`config.mk`:
```
export PLATFORM = sky130hd
export DESIGN_NAME = fnd_scan_driver_flat
export DESIGN_NICKNAME = d
export VERILOG_FILES = /design/src/rtl/fnd_scan_driver_if.sv /design/src/rtl/fnd_scan_driver.sv /design/src/flat_wrapper.sv
export SDC_FILE = /design/constraint.sdc
export NUM_CORES = 1
export LEC_CHECK = 0
export CAP_MARGIN = 20
export CORE_UTILIZATION = 39
export DETAILED_ROUTE_END_ITERATION = 10
export GPL_TIMING_DRIVEN = 0
export HOLD_SLACK_MARGIN = 0.03
export SLEW_MARGIN = 15
export SYNTH_ARGS = -nofsm -noshare
export SYNTH_HDL_FRONTEND = slang
export SYNTH_SLANG_ARGS = --single-unit
```
`constraint.sdc`:
```
create_clock -name clk -period 2.6 [get_ports clk]
set_input_delay 0.26 -clock clk [delete_from_list [all_inputs] [get_ports clk]]
set_output_delay 0.26 -clock clk [all_outputs]
set_load 0.005 [all_outputs]
```
`src/rtl/fnd_scan_driver_if.sv`:
```
// Time-digit inputs and multiplexed 7-segment display outputs of the FND scan driver.
interface fnd_scan_driver_if;
  logic [3:0] cnt_sec1;
  logic [3:0] cnt_sec10;
  logic [3:0] cnt_min1;
  logic [3:0] cnt_min10;
  logic [3:0] cnt_hour1;
  logic [3:0] cnt_hour10;
  logic       blank_lz;
  logic [5:0] blink_mask;
  logic [6:0] seg;
  logic       dp;
  logic [5:0] dig_sel;
  logic       frame_done;

  modport master (
    output cnt_sec1, cnt_sec10, cnt_min1, cnt_min10, cnt_hour1, cnt_hour10,
    output blank_lz, blink_mask,
    input  seg, dp, dig_sel, frame_done
  );

  modport slave (
    input  cnt_sec1, cnt_sec10, cnt_min1, cnt_min10, cnt_hour1, cnt_hour10,
    input  blank_lz, blink_mask,
    output seg, dp, dig_sel, frame_done
  );
endinterface

```
`src/rtl/fnd_scan_driver.sv`:
```
// 6-digit multiplexed 7-segment scan driver: digit resync, per-frame snapshot,
// anti-ghost blanking, BCD decode, leading-zero blanking, digit blink and colon blink.
module fnd_scan_driver #(
  parameter int unsigned SCAN_DIV       = 25000,
  parameter int unsigned BLANK_CYC      = 2,
  parameter int unsigned BLINK_DIV      = 12500000,
  parameter bit          SEG_ACTIVE_LOW = 1'b1,
  parameter bit          DIG_ACTIVE_LOW = 1'b1
) (
  input  logic             clk,
  input  logic             resetn,
  fnd_scan_driver_if.slave bus
);

  localparam int unsigned PW = (SCAN_DIV > 1) ? $clog2(SCAN_DIV) : 1;
  localparam int unsigned KW = (BLINK_DIV > 1) ? $clog2(BLINK_DIV) : 1;
  localparam int unsigned BW = $clog2(BLANK_CYC + 1);
  localparam logic [6:0] SEG_OFF = SEG_ACTIVE_LOW ? 7'h7F : 7'h00;
  localparam logic       DP_OFF  = SEG_ACTIVE_LOW;
  localparam logic [5:0] DIG_OFF = DIG_ACTIVE_LOW ? 6'h3F : 6'h00;

  typedef enum logic {ST_BLANK, ST_DRIVE} state_t;

  state_t        r_state, w_state_nxt;
  logic [2:0]    r_idx, w_idx_nxt;
  logic [BW-1:0] r_bcnt, w_bcnt_nxt;
  logic [PW-1:0] r_presc;
  logic [KW-1:0] r_bk;
  logic          r_phase;
  logic [23:0]   w_din, r_s1, r_s2, r_stable, r_snap, w_snap_nxt;
  logic [6:0]    r_seg, w_seg_nxt, w_seg_hi;
  logic          r_dp, w_dp_nxt, w_dp_hi;
  logic [5:0]    r_dig, w_dig_nxt, w_onehot;
  logic          r_fd, w_fd_nxt;
  logic          w_tick, w_btog, w_phase_nxt, w_blank;
  logic [3:0]    w_digit;

  assign w_din = {bus.cnt_hour10, bus.cnt_hour1, bus.cnt_min10,
                  bus.cnt_min1, bus.cnt_sec10, bus.cnt_sec1};

  // Two-flop resync; stable only takes values seen identically on two samples.
  always_ff @(posedge clk or negedge resetn) begin
    if (!resetn) begin
      r_s1     <= '0;
      r_s2     <= '0;
      r_stable <= '0;
    end else begin
      r_s1 <= w_din;
      r_s2 <= r_s1;
      if (r_s1 == r_s2) r_stable <= r_s2;
    end
  end

  assign w_tick      = (r_presc == PW'(SCAN_DIV - 1));
  assign w_btog      = (r_bk == KW'(BLINK_DIV - 1));
  assign w_phase_nxt = r_phase ^ w_btog;

  // Digit-slot prescaler and free-running blink timebase.
  always_ff @(posedge clk or negedge resetn) begin
    if (!resetn) begin
      r_presc <= '0;
      r_bk    <= '0;
      r_phase <= 1'b0;
    end else begin
      r_presc <= w_tick ? '0 : r_presc + PW'(1);
      r_bk    <= w_btog ? '0 : r_bk + KW'(1);
      r_phase <= w_phase_nxt;
    end
  end

  always_ff @(posedge clk or negedge resetn) begin
    if (!resetn) begin
      r_state <= ST_BLANK;
      r_idx   <= 3'd0;
      r_bcnt  <= '0;
      r_snap  <= '0;
      r_seg   <= SEG_OFF;
      r_dp    <= DP_OFF;
      r_dig   <= DIG_OFF;
      r_fd    <= 1'b0;
    end else begin
      r_state <= w_state_nxt;
      r_idx   <= w_idx_nxt;
      r_bcnt  <= w_bcnt_nxt;
      r_snap  <= w_snap_nxt;
      r_seg   <= w_seg_nxt;
      r_dp    <= w_dp_nxt;
      r_dig   <= w_dig_nxt;
      r_fd    <= w_fd_nxt;
    end
  end

  // Slot sequencing; segments are decoded once per slot from the (possibly new) snapshot.
  always_comb begin
    w_state_nxt = r_state;
    w_idx_nxt   = r_idx;
    w_bcnt_nxt  = r_bcnt;
    w_snap_nxt  = r_snap;
    w_seg_nxt   = r_seg;
    w_dp_nxt    = r_dp;
    w_fd_nxt    = 1'b0;
    w_digit     = 4'd0;
    w_blank     = 1'b0;
    w_seg_hi    = 7'h00;
    w_dp_hi     = 1'b0;
    w_onehot    = 6'd0;
    w_dig_nxt   = DIG_OFF;

    if (w_tick) begin
      w_state_nxt = ST_BLANK;
      w_bcnt_nxt  = '0;
      w_idx_nxt   = (r_idx == 3'd5) ? 3'd0 : r_idx + 3'd1;
      if (r_idx == 3'd5) begin
        w_fd_nxt   = 1'b1;
        w_snap_nxt = r_stable;
      end
      w_digit = w_snap_nxt[{w_idx_nxt, 2'b00} +: 4];
      w_blank = ((w_idx_nxt == 3'd5) && bus.blank_lz && (w_digit == 4'd0)) ||
                (bus.blink_mask[w_idx_nxt] && w_phase_nxt);
      case (w_digit)
        4'd0:    w_seg_hi = 7'h3F;
        4'd1:    w_seg_hi = 7'h06;
        4'd2:    w_seg_hi = 7'h5B;
        4'd3:    w_seg_hi = 7'h4F;
        4'd4:    w_seg_hi = 7'h66;
        4'd5:    w_seg_hi = 7'h6D;
        4'd6:    w_seg_hi = 7'h7D;
        4'd7:    w_seg_hi = 7'h07;
        4'd8:    w_seg_hi = 7'h7F;
        4'd9:    w_seg_hi = 7'h6F;
        default: w_seg_hi = 7'h40;
      endcase
      if (w_blank) w_seg_hi = 7'h00;
      w_dp_hi   = !w_blank && ((w_idx_nxt == 3'd2) || (w_idx_nxt == 3'd4)) && !w_phase_nxt;
      w_seg_nxt = SEG_ACTIVE_LOW ? ~w_seg_hi : w_seg_hi;
      w_dp_nxt  = SEG_ACTIVE_LOW ? ~w_dp_hi : w_dp_hi;
    end else if (r_state == ST_BLANK) begin
      if (r_bcnt == BW'(BLANK_CYC - 1)) w_state_nxt = ST_DRIVE;
      else                              w_bcnt_nxt  = r_bcnt + BW'(1);
    end

    w_onehot = 6'b000001 << w_idx_nxt;
    if (w_state_nxt == ST_DRIVE) w_dig_nxt = DIG_ACTIVE_LOW ? ~w_onehot : w_onehot;
  end

  assign bus.seg        = r_seg;
  assign bus.dp         = r_dp;
  assign bus.dig_sel    = r_dig;
  assign bus.frame_done = r_fd;

endmodule
```
`src/flat_wrapper.sv`:
```
// flat-port wrapper written by rule: the top's interface ports become plain ports
module fnd_scan_driver_flat 
#(
  parameter int unsigned SCAN_DIV       = 25000,
  parameter int unsigned BLANK_CYC      = 2,
  parameter int unsigned BLINK_DIV      = 12500000,
  parameter bit          SEG_ACTIVE_LOW = 1'b1,
  parameter bit          DIG_ACTIVE_LOW = 1'b1
)
  (clk, resetn, bus_cnt_sec1, bus_cnt_sec10, bus_cnt_min1, bus_cnt_min10, bus_cnt_hour1, bus_cnt_hour10, bus_blank_lz, bus_blink_mask, bus_seg, bus_dp, bus_dig_sel, bus_frame_done);
  fnd_scan_driver_if bus_i ();
  input  logic clk;
  input  logic resetn;
  input wire logic [$bits(bus_i.cnt_sec1)-1:0] bus_cnt_sec1;
  input wire logic [$bits(bus_i.cnt_sec10)-1:0] bus_cnt_sec10;
  input wire logic [$bits(bus_i.cnt_min1)-1:0] bus_cnt_min1;
  input wire logic [$bits(bus_i.cnt_min10)-1:0] bus_cnt_min10;
  input wire logic [$bits(bus_i.cnt_hour1)-1:0] bus_cnt_hour1;
  input wire logic [$bits(bus_i.cnt_hour10)-1:0] bus_cnt_hour10;
  input wire logic [$bits(bus_i.blank_lz)-1:0] bus_blank_lz;
  input wire logic [$bits(bus_i.blink_mask)-1:0] bus_blink_mask;
  output wire logic [$bits(bus_i.seg)-1:0] bus_seg;
  output wire logic [$bits(bus_i.dp)-1:0] bus_dp;
  output wire logic [$bits(bus_i.dig_sel)-1:0] bus_dig_sel;
  output wire logic [$bits(bus_i.frame_done)-1:0] bus_frame_done;
  assign bus_i.cnt_sec1 = bus_cnt_sec1;
  assign bus_i.cnt_sec10 = bus_cnt_sec10;
  assign bus_i.cnt_min1 = bus_cnt_min1;
  assign bus_i.cnt_min10 = bus_cnt_min10;
  assign bus_i.cnt_hour1 = bus_cnt_hour1;
  assign bus_i.cnt_hour10 = bus_cnt_hour10;
  assign bus_i.blank_lz = bus_blank_lz;
  assign bus_i.blink_mask = bus_blink_mask;
  assign bus_seg = bus_i.seg;
  assign bus_dp = bus_i.dp;
  assign bus_dig_sel = bus_i.dig_sel;
  assign bus_frame_done = bus_i.frame_done;
  fnd_scan_driver #(.SCAN_DIV(SCAN_DIV), .BLANK_CYC(BLANK_CYC), .BLINK_DIV(BLINK_DIV), .SEG_ACTIVE_LOW(SEG_ACTIVE_LOW), .DIG_ACTIVE_LOW(DIG_ACTIVE_LOW)) u_core (.clk(clk), .resetn(resetn), .bus(bus_i));
endmodule
```
; After elaboration in Yosys (flattened, before gate mapping)
; Memory sizes are Yosys's and may differ from the RTL's.
; Cells that the tools add are included.
[word_totals]
ff_bits = 157
latch_bits = 0
ram_bits = 0
mem_bits_ro = 112
in_bits = 33
memories = 1
[op_classes]
addsub = 4
n_mul = 0
div = 0
magnitude_cmp = 1
n_eq_ne = 10
shifts = 2
n_mux = 19
bitwise_logic = 4
reduce_logical = 11
[memory_table]
columns = name, words, word_bits, rd, rd_ports_with_merged_regs, write_ports, line
row1 = (no name shown), 16, 7, 1, 0, 0, fnd_scan_driver.sv:120  ; case (w_digit)
[op_table]
columns = operator, n
row1 = $mux W24, 3
row2 = $add A24 B1 Y24 const B, 1
row3 = $eq A24 B24 Y1, 1
row4 = $eq A24 B24 Y1 const B, 1
row5 = $shiftx A24 B6 Y4, 1
row6 = $add A15 B1 Y15 const B, 1
row7 = $eq A15 B15 Y1 const B, 1
row8 = $mux W15, 1
row9 = $mux W7, 2
row10 = $eq A3 B3 Y1 const B, 3
row11 = $not A7 Y7, 1
row12 = $mux W1, 6
row13 = $mux W2, 3
row14 = $mux W3, 2
row15 = $mux W6, 1
row16 = $not A6 Y6, 1
row17 = $shl A1 B3 Y6 const A, 1
row18 = $logic_and A1 B1 Y1, 5
row19 = $logic_not A4 Y1, 1
row20 = $lt A3 B4 Y1 const B, 1
row21 = $add A3 B1 Y3 const B, 1
row22 = $bmux W1 S3, 1
row23 = $eq A3 B2 Y1 const B, 1
row24 = $add A2 B1 Y2 const B, 1
row25 = 8 further kinds, 10

; Longest topological paths before layout
; Gate-level depths: netlist (run 1).
[depth]
word_depth = 11
depth_mapped = 11
ltp_nobuf = 10

; Least setup slack after synthesis (run 1)
; OpenSTA, ideal clock, no wires.
[synth_timing]
path_type = flip-flop to flip-flop
start = register u_core.r_idx[1]
end = register u_core.r_seg[1], in the netlist u_core.bus.seg[1]
setup_ns = 0.060
t_arrival_ns = 2.776
t_required_ns = 2.540
setup_slack_ns = -0.236
path_stages_with_launch = 11
n_path_buf = 2
period_less_slack_ns = 2.836
cell_sequence = dfrtp_1 clkbuf_1 buf_1 mux4_2 mux2i_1 ha_1 nor4bb_1 a21oi_1 o311ai_1 and3_1 o22a_1
[synth_via]
elab_chain_len = 10
word_cells_on_any_way = 18
[synth_rtl]
columns = element, line
row1 = from (decl), fnd_scan_driver.sv:25  ; logic [2:0] r_idx, w_idx_nxt;
row2 = from (signal assigned), fnd_scan_driver.sv:83  ; r_idx <= w_idx_nxt;
row3 = branches (longest 7 deep; another with $mem_v2 Z16 W7), n/a
row4 = $mux W7 *, fnd_scan_driver.sv:133  ; if (w_blank) w_seg_hi = 7'h00;
row5 = $mux W7 *, fnd_scan_driver.sv:109  ; if (w_tick) begin
row6 = $not A7 Y7 *, fnd_scan_driver.sv:135  ; w_seg_nxt = SEG_ACTIVE_LOW ? ~w_seg_hi : w_seg_hi;
row7 = to (signal assigned), fnd_scan_driver.sv:86  ; r_seg <= w_seg_nxt;
row8 = to (decl), fnd_scan_driver.sv:31  ; logic [6:0] r_seg, w_seg_nxt, w_seg_hi;
; Mark *: on every way between the ends. The select of a mux whose other input is x is not followed.
; A chain may end at the register's enable or synchronous reset.

; Worst setup path in the final report (run 1)
[layout_timing]
start = register u_core.r_idx[2]
end = register u_core.r_seg[6], in the netlist u_core.bus.seg[6]
; The elaborated chain is that of the path after synthesis.

==> impl_metrics.xml, run 1 <==
<?xml version="1.0" encoding="UTF-8"?>
<metrics>
  <group name="clock_tree">
    <metric name="clock-sinks" unit="">157</metric>
    <metric name="numCtsBuffers" unit="">17</metric>
    <metric name="clock_latency_on_the_worst_skew_pair" unit="ns">0.43</metric>
    <metric name="ctsLongestPathBuffers" unit="">2</metric>
    <metric name="buffer_type_at_the_clock_tree_root" unit="">sky130_fd_sc_hd__clkbuf_16</metric>
    <metric name="cts.reportedPaths.clkPinSlew" unit="ns">0.06</metric>
    <metric name="tritoncts" unit="">built</metric>
    <metric name="htree_depth" unit="">4</metric>
  </group>
  <group name="synthesis">
    <metric name="async_reset_ff_share" unit="%">100.0</metric>
    <metric name="synth-edff-count" unit="">0</metric>
    <metric name="synth.cell_area" unit="um2">6474</metric>
    <metric name="synth_fp_nets" unit="">536</metric>
    <metric name="post_synth_num_cell_types" unit="">55</metric>
    <metric name="seq_area_frac_synth" unit="%">60.96</metric>
    <metric name="yosys_reg_bits" unit="">157</metric>
    <metric name="mean_area_per_synthesized_cell" unit="um2">13.08</metric>
    <metric name="synth.yosys.warnings" unit="">0</metric>
    <metric name="syn_inst" unit="">495</metric>
    <metric name="yosys_most_used_dff" unit="">sky130_fd_sc_hd__dfrtp_1</metric>
  </group>
  <group name="power_and_ir_drop">
    <metric name="switching_pwr" unit="mW">1.113</metric>
    <metric name="clockPowerShare" unit="%">47.7</metric>
    <metric name="totalPowerFinal" unit="mW">5.064</metric>
    <metric name="total_leakage_power" unit="nW">3.612</metric>
    <metric name="powerDensity" unit="nW/um2">632.5</metric>
    <metric name="cellInternalPower" unit="mW">3.952</metric>
    <metric name="seq_power_share" unit="%">49.5</metric>
    <metric name="power.switching_fraction" unit="%">21.97</metric>
    <metric name="worst_ir_drop_vdd" unit="uV">461.7</metric>
    <metric name="share_comb_of_total_power" unit="%">2.7</metric>
  </group>
  <group name="setup_path">
    <metric name="cp-start-kind" unit="">register</metric>
    <metric name="critPathMaxFanout" unit="">10</metric>
    <metric name="worstPathArrival" unit="ns">2.80</metric>
    <metric name="worst_setup_path_end_kind" unit="">register</metric>
    <metric name="r2r_setup_slack" unit="ns">0.17</metric>
    <metric name="worstSetupPathType" unit="">reg2reg</metric>
    <metric name="cp_data_required_time" unit="ns">2.96</metric>
  </group>
  <group name="global_route">
    <metric name="antenna_found_initial" unit="">0</metric>
    <metric name="grtUsageTotal" unit="%">16.17</metric>
    <metric name="grt_first_pass_wirelength" unit="um">20740</metric>
    <metric name="first_global_vias" unit="">4183</metric>
    <metric name="total_overflow_reported_by_the_global_router" unit="">0</metric>
    <metric name="maximum_number_of_pins_on_one_net_before_global_route_repair" unit="">112</metric>
  </group>
  <group name="layout">
    <metric name="multi_input_combinational_cell_area" unit="um2">2507</metric>
    <metric name="antenna_cells" unit="">0</metric>
    <metric name="layout_commonest_cell" unit="">sky130_fd_sc_hd__dfrtp_1</metric>
    <metric name="layout.cells.most_common_list" unit="">141 x sky130_fd_sc_hd__dfrtp_1, 46 x sky130_fd_sc_hd__clkdlybuf4s50_1, 34 x sky130_fd_sc_hd__xor2_1</metric>
    <metric name="seqCellArea" unit="um2">3949</metric>
    <metric name="drive_gt1_share" unit="%">19.42</metric>
    <metric name="layout.nets" unit="">611</metric>
    <metric name="layoutNonFillerInstCount" unit="">798</metric>
    <metric name="number_of_inserted_filler_cells_in_the_final_layout" unit="">1392</metric>
    <metric name="areaGrowthSynthToFinish" unit="%">23.68</metric>
  </group>
  <group name="die">
    <metric name="top_level_ports" unit="">48</metric>
    <metric name="placement_rows" unit="">46</metric>
    <metric name="die_area" unit="um2">17120</metric>
    <metric name="die_h" unit="um">130.8</metric>
    <metric name="dieWidth" unit="um">130.8</metric>
    <metric name="floorplan.initialDensity" unit="%">40.31</metric>
    <metric name="coreArea" unit="um2">16060</metric>
  </group>
  <group name="routing">
    <metric name="vias_per_cell" unit="">5.006</metric>
    <metric name="routed-via-count" unit="">3995</metric>
    <metric name="number_of_drc_markers_after_the_initial_detailed_route_iteration" unit="">171</metric>
    <metric name="postRouteWirelength" unit="um">12160</metric>
    <metric name="drc" unit="">0</metric>
    <metric name="detail_route.wl_per_cell" unit="um">15.24</metric>
    <metric name="firstDrtPassIters" unit="">4</metric>
    <metric name="antenna_violation_net_count_after_detailed_routing" unit="">0</metric>
  </group>
  <group name="sta">
    <metric name="fmax" unit="MHz">411.2</metric>
    <metric name="final_worst_path_cycle_share" unit="%">93.53</metric>
    <metric name="worst_slew_pin_slew" unit="ns">0.7743</metric>
    <metric name="clock-skew-final" unit="ns">0.01309</metric>
    <metric name="setup_slack" unit="ns">0.1683</metric>
    <metric name="worst_slew_margin_rel" unit="%">47.99</metric>
    <metric name="report.final.setup_viol" unit="">0</metric>
    <metric name="drv_slew" unit="">0</metric>
    <metric name="hold_violations" unit="">0</metric>
    <metric name="timing.setup.tns" unit="ns">0</metric>
    <metric name="final_period_minus_worst_setup_slack" unit="ns">2.432</metric>
  </group>
  <group name="placement">
    <metric name="detailedPlace.worstSlack" unit="ns">-0.5863</metric>
    <metric name="place_hpwl" unit="um">8605</metric>
    <metric name="port_buffer_cells" unit="">47</metric>
    <metric name="globalplace.congestion" unit="">0.7985</metric>
    <metric name="placed_cells" unit="">759</metric>
  </group>
  <group name="status">
    <metric name="run_status" unit="">finished, final reports clean</metric>
  </group>
  <group name="flow_run">
    <metric name="drv.max_cap_violation_count" unit="">0</metric>
  </group>
  <group name="min_path">
    <metric name="hold_path.class" unit="">in2reg</metric>
  </group>
</metrics>
==> cell families (layout without fill, tap and decap cells) <==
group	after synthesis	count (layout)	synth area share, %
xor gates and xnor gates	60	60	8.118
AOI/OAI and AO/OA	40	40	4.523
buffers and inverters	21	108	1.604
muxes	64	64	11.15
adders and majority gates	8	8	1.546
and+or+nand+nor	145	145	12.10
DFF	157	157	60.96
==> synthesized netlist by cell type, types with 3 or more instances <==
library cell | count | area (um2)
sky130_fd_sc_hd__a21boi_0 | 3 | 22.52
sky130_fd_sc_hd__a21oi_1 | 5 | 25.02
sky130_fd_sc_hd__a2bb2oi_1 | 3 | 26.28
sky130_fd_sc_hd__and3_1 | 14 | 87.58
sky130_fd_sc_hd__buf_2 | 5 | 25.02
sky130_fd_sc_hd__clkbuf_1 | 4 | 15.01
sky130_fd_sc_hd__dfrtp_1 | 143 | 3578
sky130_fd_sc_hd__dfstp_2 | 14 | 367.9
sky130_fd_sc_hd__ha_1 | 8 | 100.1
sky130_fd_sc_hd__inv_1 | 7 | 26.28
sky130_fd_sc_hd__mux2_1 | 25 | 281.5
sky130_fd_sc_hd__mux2_2 | 30 | 337.8
sky130_fd_sc_hd__mux2i_1 | 8 | 80.08
sky130_fd_sc_hd__nand2_1 | 20 | 75.07
sky130_fd_sc_hd__nand3_1 | 25 | 125.1
sky130_fd_sc_hd__nand4_1 | 11 | 68.82
sky130_fd_sc_hd__nor2_1 | 33 | 123.9
sky130_fd_sc_hd__nor2b_1 | 7 | 43.79
sky130_fd_sc_hd__nor3_1 | 5 | 25.02
sky130_fd_sc_hd__nor4_1 | 10 | 62.56
sky130_fd_sc_hd__o211ai_1 | 3 | 22.52
sky130_fd_sc_hd__o21ai_0 | 7 | 35.03
sky130_fd_sc_hd__o22a_1 | 4 | 35.03
sky130_fd_sc_hd__o2bb2ai_1 | 4 | 35.03
sky130_fd_sc_hd__or3_1 | 3 | 18.77
sky130_fd_sc_hd__xnor2_1 | 26 | 227.7
sky130_fd_sc_hd__xor2_1 | 34 | 297.8
==> layer usage <==
metal | wire length (um) | vias up | global-route usage (%)
li1 | - | 1911 | -
met1 | 5936 | 1991 | 21.61
met2 | 5657 | 76 | 24.99
met3 | 340 | 17 | 4.235
met4 | 224 | 0 | 6.694
met5 | 0 | - | 0
==> critical path, stage by stage (launching register included) <==
cell and delay, ns:
sky130_fd_sc_hd__dfrtp_2 0.37, sky130_fd_sc_hd__buf_6 0.15, sky130_fd_sc_hd__mux2_2 0.35, sky130_fd_sc_hd__a32oi_2 0.22
sky130_fd_sc_hd__and2_4 0.23, sky130_fd_sc_hd__ha_4 0.14, sky130_fd_sc_hd__nor4bb_4 0.28, sky130_fd_sc_hd__a21boi_1 0.12
sky130_fd_sc_hd__nand4_1 0.15, sky130_fd_sc_hd__and3_4 0.22, sky130_fd_sc_hd__o22a_1 0.14
==> stage by stage <==
step / util, % / instance area [um2] / hold slack, ns
2_1_floorplan: - / 6487 / -0.03559
3_3_place_gp: 45.01 / 7228 / 0.3767
3_5_place_dp: 45.22 / 7261 / 0.1779
4_1_cts: 49.24 / 7906 / 0.2467
5_1_grt: 49.86 / 8006 / 0.2478
6_report: 49.86 / 8006 / 0.2661
==> power groups by stage <==
stage	sequential, mW	clock, mW	combinational, mW
final	2.51	2.42	0.139
after global routing	2.51	2.61	0.158
after CTS	2.51	2.49	0.144
after detailed placement	2.55	0	0.140
after global placement	2.55	0	0.132
after floorplan	2.55	0	0.0316
==> area by class of cell <==
class | count | area share [%]
Sequential cell | 157 | 49.32
Buffer | 13 | 1.235
Multi-Input combinational cell | 317 | 31.32
Clock buffer | 20 | 5.704
Clock inverter | 11 | 1.563
Inverter | 7 | 0.3282
Tap cell | 216 | 3.376
Timing Repair Buffer | 57 | 7.157
==> flip-flops by register name, indices dropped and copies added (netlist names) <==
name and count:
u_core.r_bk 24, u_core.bus.frame_done 1, u_core.bus.seg 7, u_core.bus.dig_sel 6, u_core.r_s1 24, u_core.r_phase 1
u_core.r_bcnt 2, u_core.r_snap 24, u_core.r_s2 24, u_core.r_state 1, u_core.r_idx 3, u_core.r_presc 15
u_core.r_stable 24, u_core.bus.dp 1
==> path summary, 6_finish.rpt <==
check	from	endpoint	depth (start not counted)
hold reg to reg	u_core.r_s1[0]	u_core.r_s2[0]	0
hold / removal	bus_cnt_min1[0]	u_core.r_s1[8]	1
max in group asynchronous	resetn	u_core.bus.dp	3
setup reg to reg	u_core.r_idx[2]	u_core.bus.seg[6]	10
setup / recovery	u_core.r_idx[2]	u_core.bus.seg[6]	10
min in group asynchronous	resetn	u_core.r_s2[8]	2
==> repair_timing <==
| item | in CTS | in global routing |
|---|---|---|
| hold buffers | 1 | 0 |
| endpoints found under the hold margin | 46 | 0 |
| setup endpoints to repair | 29 | 9 |
| pin swaps | 2 | 3 |
| buffers inserted | 1 | 7 |
| gates resized for setup | 13 | 12 |
| gates cloned | 0 | 0 |
Power figures use the tool's default switching activity.
==> run 2: changes to the inputs <==
Settings changed: CTS_BUF_LIST from default to sky130_fd_sc_hd__clkbuf_4.
==> run 2 against run 1 <==
Effect of this change: sequential cell count is the same; cell count grew 0.50%; largest cell class unchanged; worst setup slack gained 0.0030 ns; cell area shrank 3.6%; utilization shrank 1.8 points; fmax grew 0.12%; highest routed layer unchanged; clock-buffer cell count shrank 2; critical path depth is the same; largest power group unchanged; via count shrank 0.35%.
==> impl_metrics.xml, run 2 (synthesis gave the netlist of run 1 again) <==
<?xml version="1.0" encoding="UTF-8"?>
<metrics>
  <group name="sta">
    <metric name="worst_slew_margin_rel" unit="%">45.89</metric>
    <metric name="clock-skew-final" unit="ns">0.02033</metric>
    <metric name="finalHoldWorstSlack" unit="ns">0.1206</metric>
    <metric name="worst_slew_pin_slew" unit="ns">0.8054</metric>
    <metric name="report.final.setup_viol" unit="">0</metric>
    <metric name="drv_slew" unit="">0</metric>
    <metric name="final_worst_path_cycle_share" unit="%">93.41</metric>
    <metric name="timing.setup.tns" unit="ns">0</metric>
    <metric name="final_period_minus_worst_setup_slack" unit="ns">2.429</metric>
    <metric name="fmax" unit="MHz">411.7</metric>
    <metric name="hold_violations" unit="">0</metric>
  </group>
  <group name="clock_tree">
    <metric name="numCtsBuffers" unit="">17</metric>
    <metric name="clock-sinks" unit="">157</metric>
    <metric name="htree_depth" unit="">4</metric>
    <metric name="ctsLongestPathBuffers" unit="">2</metric>
    <metric name="buffer_type_at_the_clock_tree_root" unit="">sky130_fd_sc_hd__clkbuf_4</metric>
    <metric name="cts.reportedPaths.clkPinSlew" unit="ns">0.14</metric>
    <metric name="tritoncts" unit="">built</metric>
    <metric name="clock_latency_on_the_worst_skew_pair" unit="ns">0.55</metric>
  </group>
  <group name="setup_path">
    <metric name="path_buf_inv" unit="">1</metric>
    <metric name="cp-start-kind" unit="">register</metric>
    <metric name="slowest_stage" unit="">sky130_fd_sc_hd__dfrtp_1</metric>
    <metric name="critPathTopFamily" unit="">simple AND/OR/NAND/NOR gates</metric>
    <metric name="critPathMaxFanout" unit="">10</metric>
    <metric name="worst_setup_path_end_kind" unit="">register</metric>
    <metric name="worstPathArrival" unit="ns">2.92</metric>
    <metric name="timing.critical_path.slowest_cell_delay" unit="ns">0.39</metric>
    <metric name="crit_chain" unit="">buf_6, mux2_2, a32oi_2, and2_4, ha_4, nor4bb_4, nand2_1, o2111ai_2, and3_4, o22a_1</metric>
    <metric name="worstSetupPathType" unit="">reg2reg</metric>
    <metric name="cp_data_required_time" unit="ns">3.09</metric>
  </group>
  <group name="global_route">
    <metric name="first_global_vias" unit="">4202</metric>
    <metric name="antenna_found_initial" unit="">1</metric>
    <metric name="maximum_number_of_pins_on_one_net_before_global_route_repair" unit="">112</metric>
    <metric name="total_overflow_reported_by_the_global_router" unit="">0</metric>
    <metric name="grtUsageTotal" unit="%">16.13</metric>
    <metric name="grt_first_pass_wirelength" unit="um">20680</metric>
  </group>
  <group name="die">
    <metric name="floorplan.initialDensity" unit="%">40.31</metric>
    <metric name="coreArea" unit="um2">16060</metric>
    <metric name="dieWidth" unit="um">130.8</metric>
    <metric name="top_level_ports" unit="">48</metric>
    <metric name="die_h" unit="um">130.8</metric>
    <metric name="die_area" unit="um2">17120</metric>
    <metric name="placement_rows" unit="">46</metric>
  </group>
  <group name="layout">
    <metric name="layout_commonest_cell" unit="">sky130_fd_sc_hd__dfrtp_1</metric>
    <metric name="areaGrowthSynthToFinish" unit="%">19.19</metric>
    <metric name="layout.cells.most_common_list" unit="">142 x sky130_fd_sc_hd__dfrtp_1, 46 x sky130_fd_sc_hd__clkdlybuf4s50_1, 34 x sky130_fd_sc_hd__xor2_1</metric>
    <metric name="finish.utilization" unit="%">48.05</metric>
    <metric name="layoutNonFillerInstCount" unit="">802</metric>
    <metric name="layout.nets" unit="">614</metric>
    <metric name="drive_gt1_share" unit="%">19.49</metric>
    <metric name="number_of_inserted_filler_cells_in_the_final_layout" unit="">1414</metric>
  </group>
  <group name="routing">
    <metric name="postRouteWirelength" unit="um">12070</metric>
    <metric name="firstDrtPassIters" unit="">4</metric>
    <metric name="routed-via-count" unit="">3981</metric>
    <metric name="number_of_drc_markers_after_the_initial_detailed_route_iteration" unit="">218</metric>
    <metric name="detail_route.wl_per_cell" unit="um">15.05</metric>
    <metric name="vias_per_cell" unit="">4.964</metric>
    <metric name="antenna_violation_net_count_after_detailed_routing" unit="">0</metric>
    <metric name="drc" unit="">0</metric>
  </group>
  <group name="placement">
    <metric name="placed_cells" unit="">759</metric>
    <metric name="place_hpwl" unit="um">8605</metric>
    <metric name="globalplace.congestion" unit="">0.7985</metric>
    <metric name="port_buffer_cells" unit="">47</metric>
  </group>
  <group name="power_and_ir_drop">
    <metric name="worst_ir_drop_vdd" unit="uV">245.7</metric>
    <metric name="total_leakage_power" unit="nW">3.490</metric>
    <metric name="powerDensity" unit="nW/um2">524.7</metric>
  </group>
  <group name="flow_run">
    <metric name="drv.max_cap_violation_count" unit="">0</metric>
  </group>
  <group name="min_path">
    <metric name="hold_path.class" unit="">in2reg</metric>
  </group>
  <group name="status">
    <metric name="run_status" unit="">finished, final reports clean</metric>
  </group>
</metrics>
## run 2: changes by cell type in the layout (fill, tap and decap cells not counted), sizes merged
cell	delta
clkbuf	-2
buf	+3
diode	+1
clkinv	+2
## run 2: repair_timing
action / CTS / global route
buffers inserted: 2 / 9
hold buffers: 1 / 0
pin swaps: 1 / 5
gates resized for setup: 11 / 13
gates cloned: 0 / 0
setup endpoints to repair: 31 / 22
hold endpoints to repair: 148 / 0
## run 2: layout make-up
class	instances	area [um2]	share of cell area, %
clock inverters	13	132.6	1.719
plain buffers	13	98.84	1.281
multi-input cells	317	2507	32.50
clock buffers	18	135.1	1.751
flip-flops and latches	157	3948	51.16
repair buffers	60	595.6	7.718
diodes	1	2.502	0.03243
well taps	216	270.3	3.503
inverters	7	26.28	0.3405
## run 2: worst register-to-register path: cells and delay by family (launching register included)
kind	cells	cell delay [ns]
and+or+nand+nor	4	0.88
AOI/OAI and AO/OA	3	0.47
DFF	1	0.39
muxes	1	0.35
buffers and inverters	1	0.16
adders and majority gates	1	0.14
## run 2: metrics by stage
step / power [mW] / worst slack, ns / cell area, um2
after CTS: 4.133 / 0.007575 / 7596
final: 4.049 / 0.1713 / 7716
after global placement: 2.686 / -4.799 / 7228
after detailed placement: 2.695 / -0.5863 / 7261
after floorplan: 2.578 / 0.002792 / 6487
after global routing: 4.260 / -0.02957 / 7716
## run 2: where the power goes
group	total [mW]	switching, mW	internal (mW)
sequential	2.51	0.0269	2.48
combinational	0.139	0.0684	0.0706
clock	1.40	0.893	0.509
total	4.05	0.989	3.06
## run 2: path summary, 6_finish.rpt
check                                        from           endpoint  slack (ns)  cells past startpoint
worst max-delay path              u_core.r_idx[2]  u_core.bus.seg[6]        0.17                     10
worst min-delay path            bus_cnt_hour10[3]    u_core.r_s1[23]        0.12                      1
worst max register to register    u_core.r_idx[2]  u_core.bus.seg[6]        0.17                     10
worst min register to register     u_core.r_s1[0]     u_core.r_s2[0]        0.41                      0
max in group asynchronous                  resetn    u_core.r_bk[13]        1.57                      3
min in group asynchronous                  resetn     u_core.r_s2[8]        0.18                      2
## run 2: routing by layer
layer  vias to the layer above  GRT usage (%)  wire length [um]  share of wire [%]
met3                        20          3.990               400                3.3
met4                         0          7.843               254                2.1
met5                         -              0                 0                  0
met1                      1967          21.27              5834                 48
li1                       1919              -                 -                  -
met2                        75          24.90              5583                 46
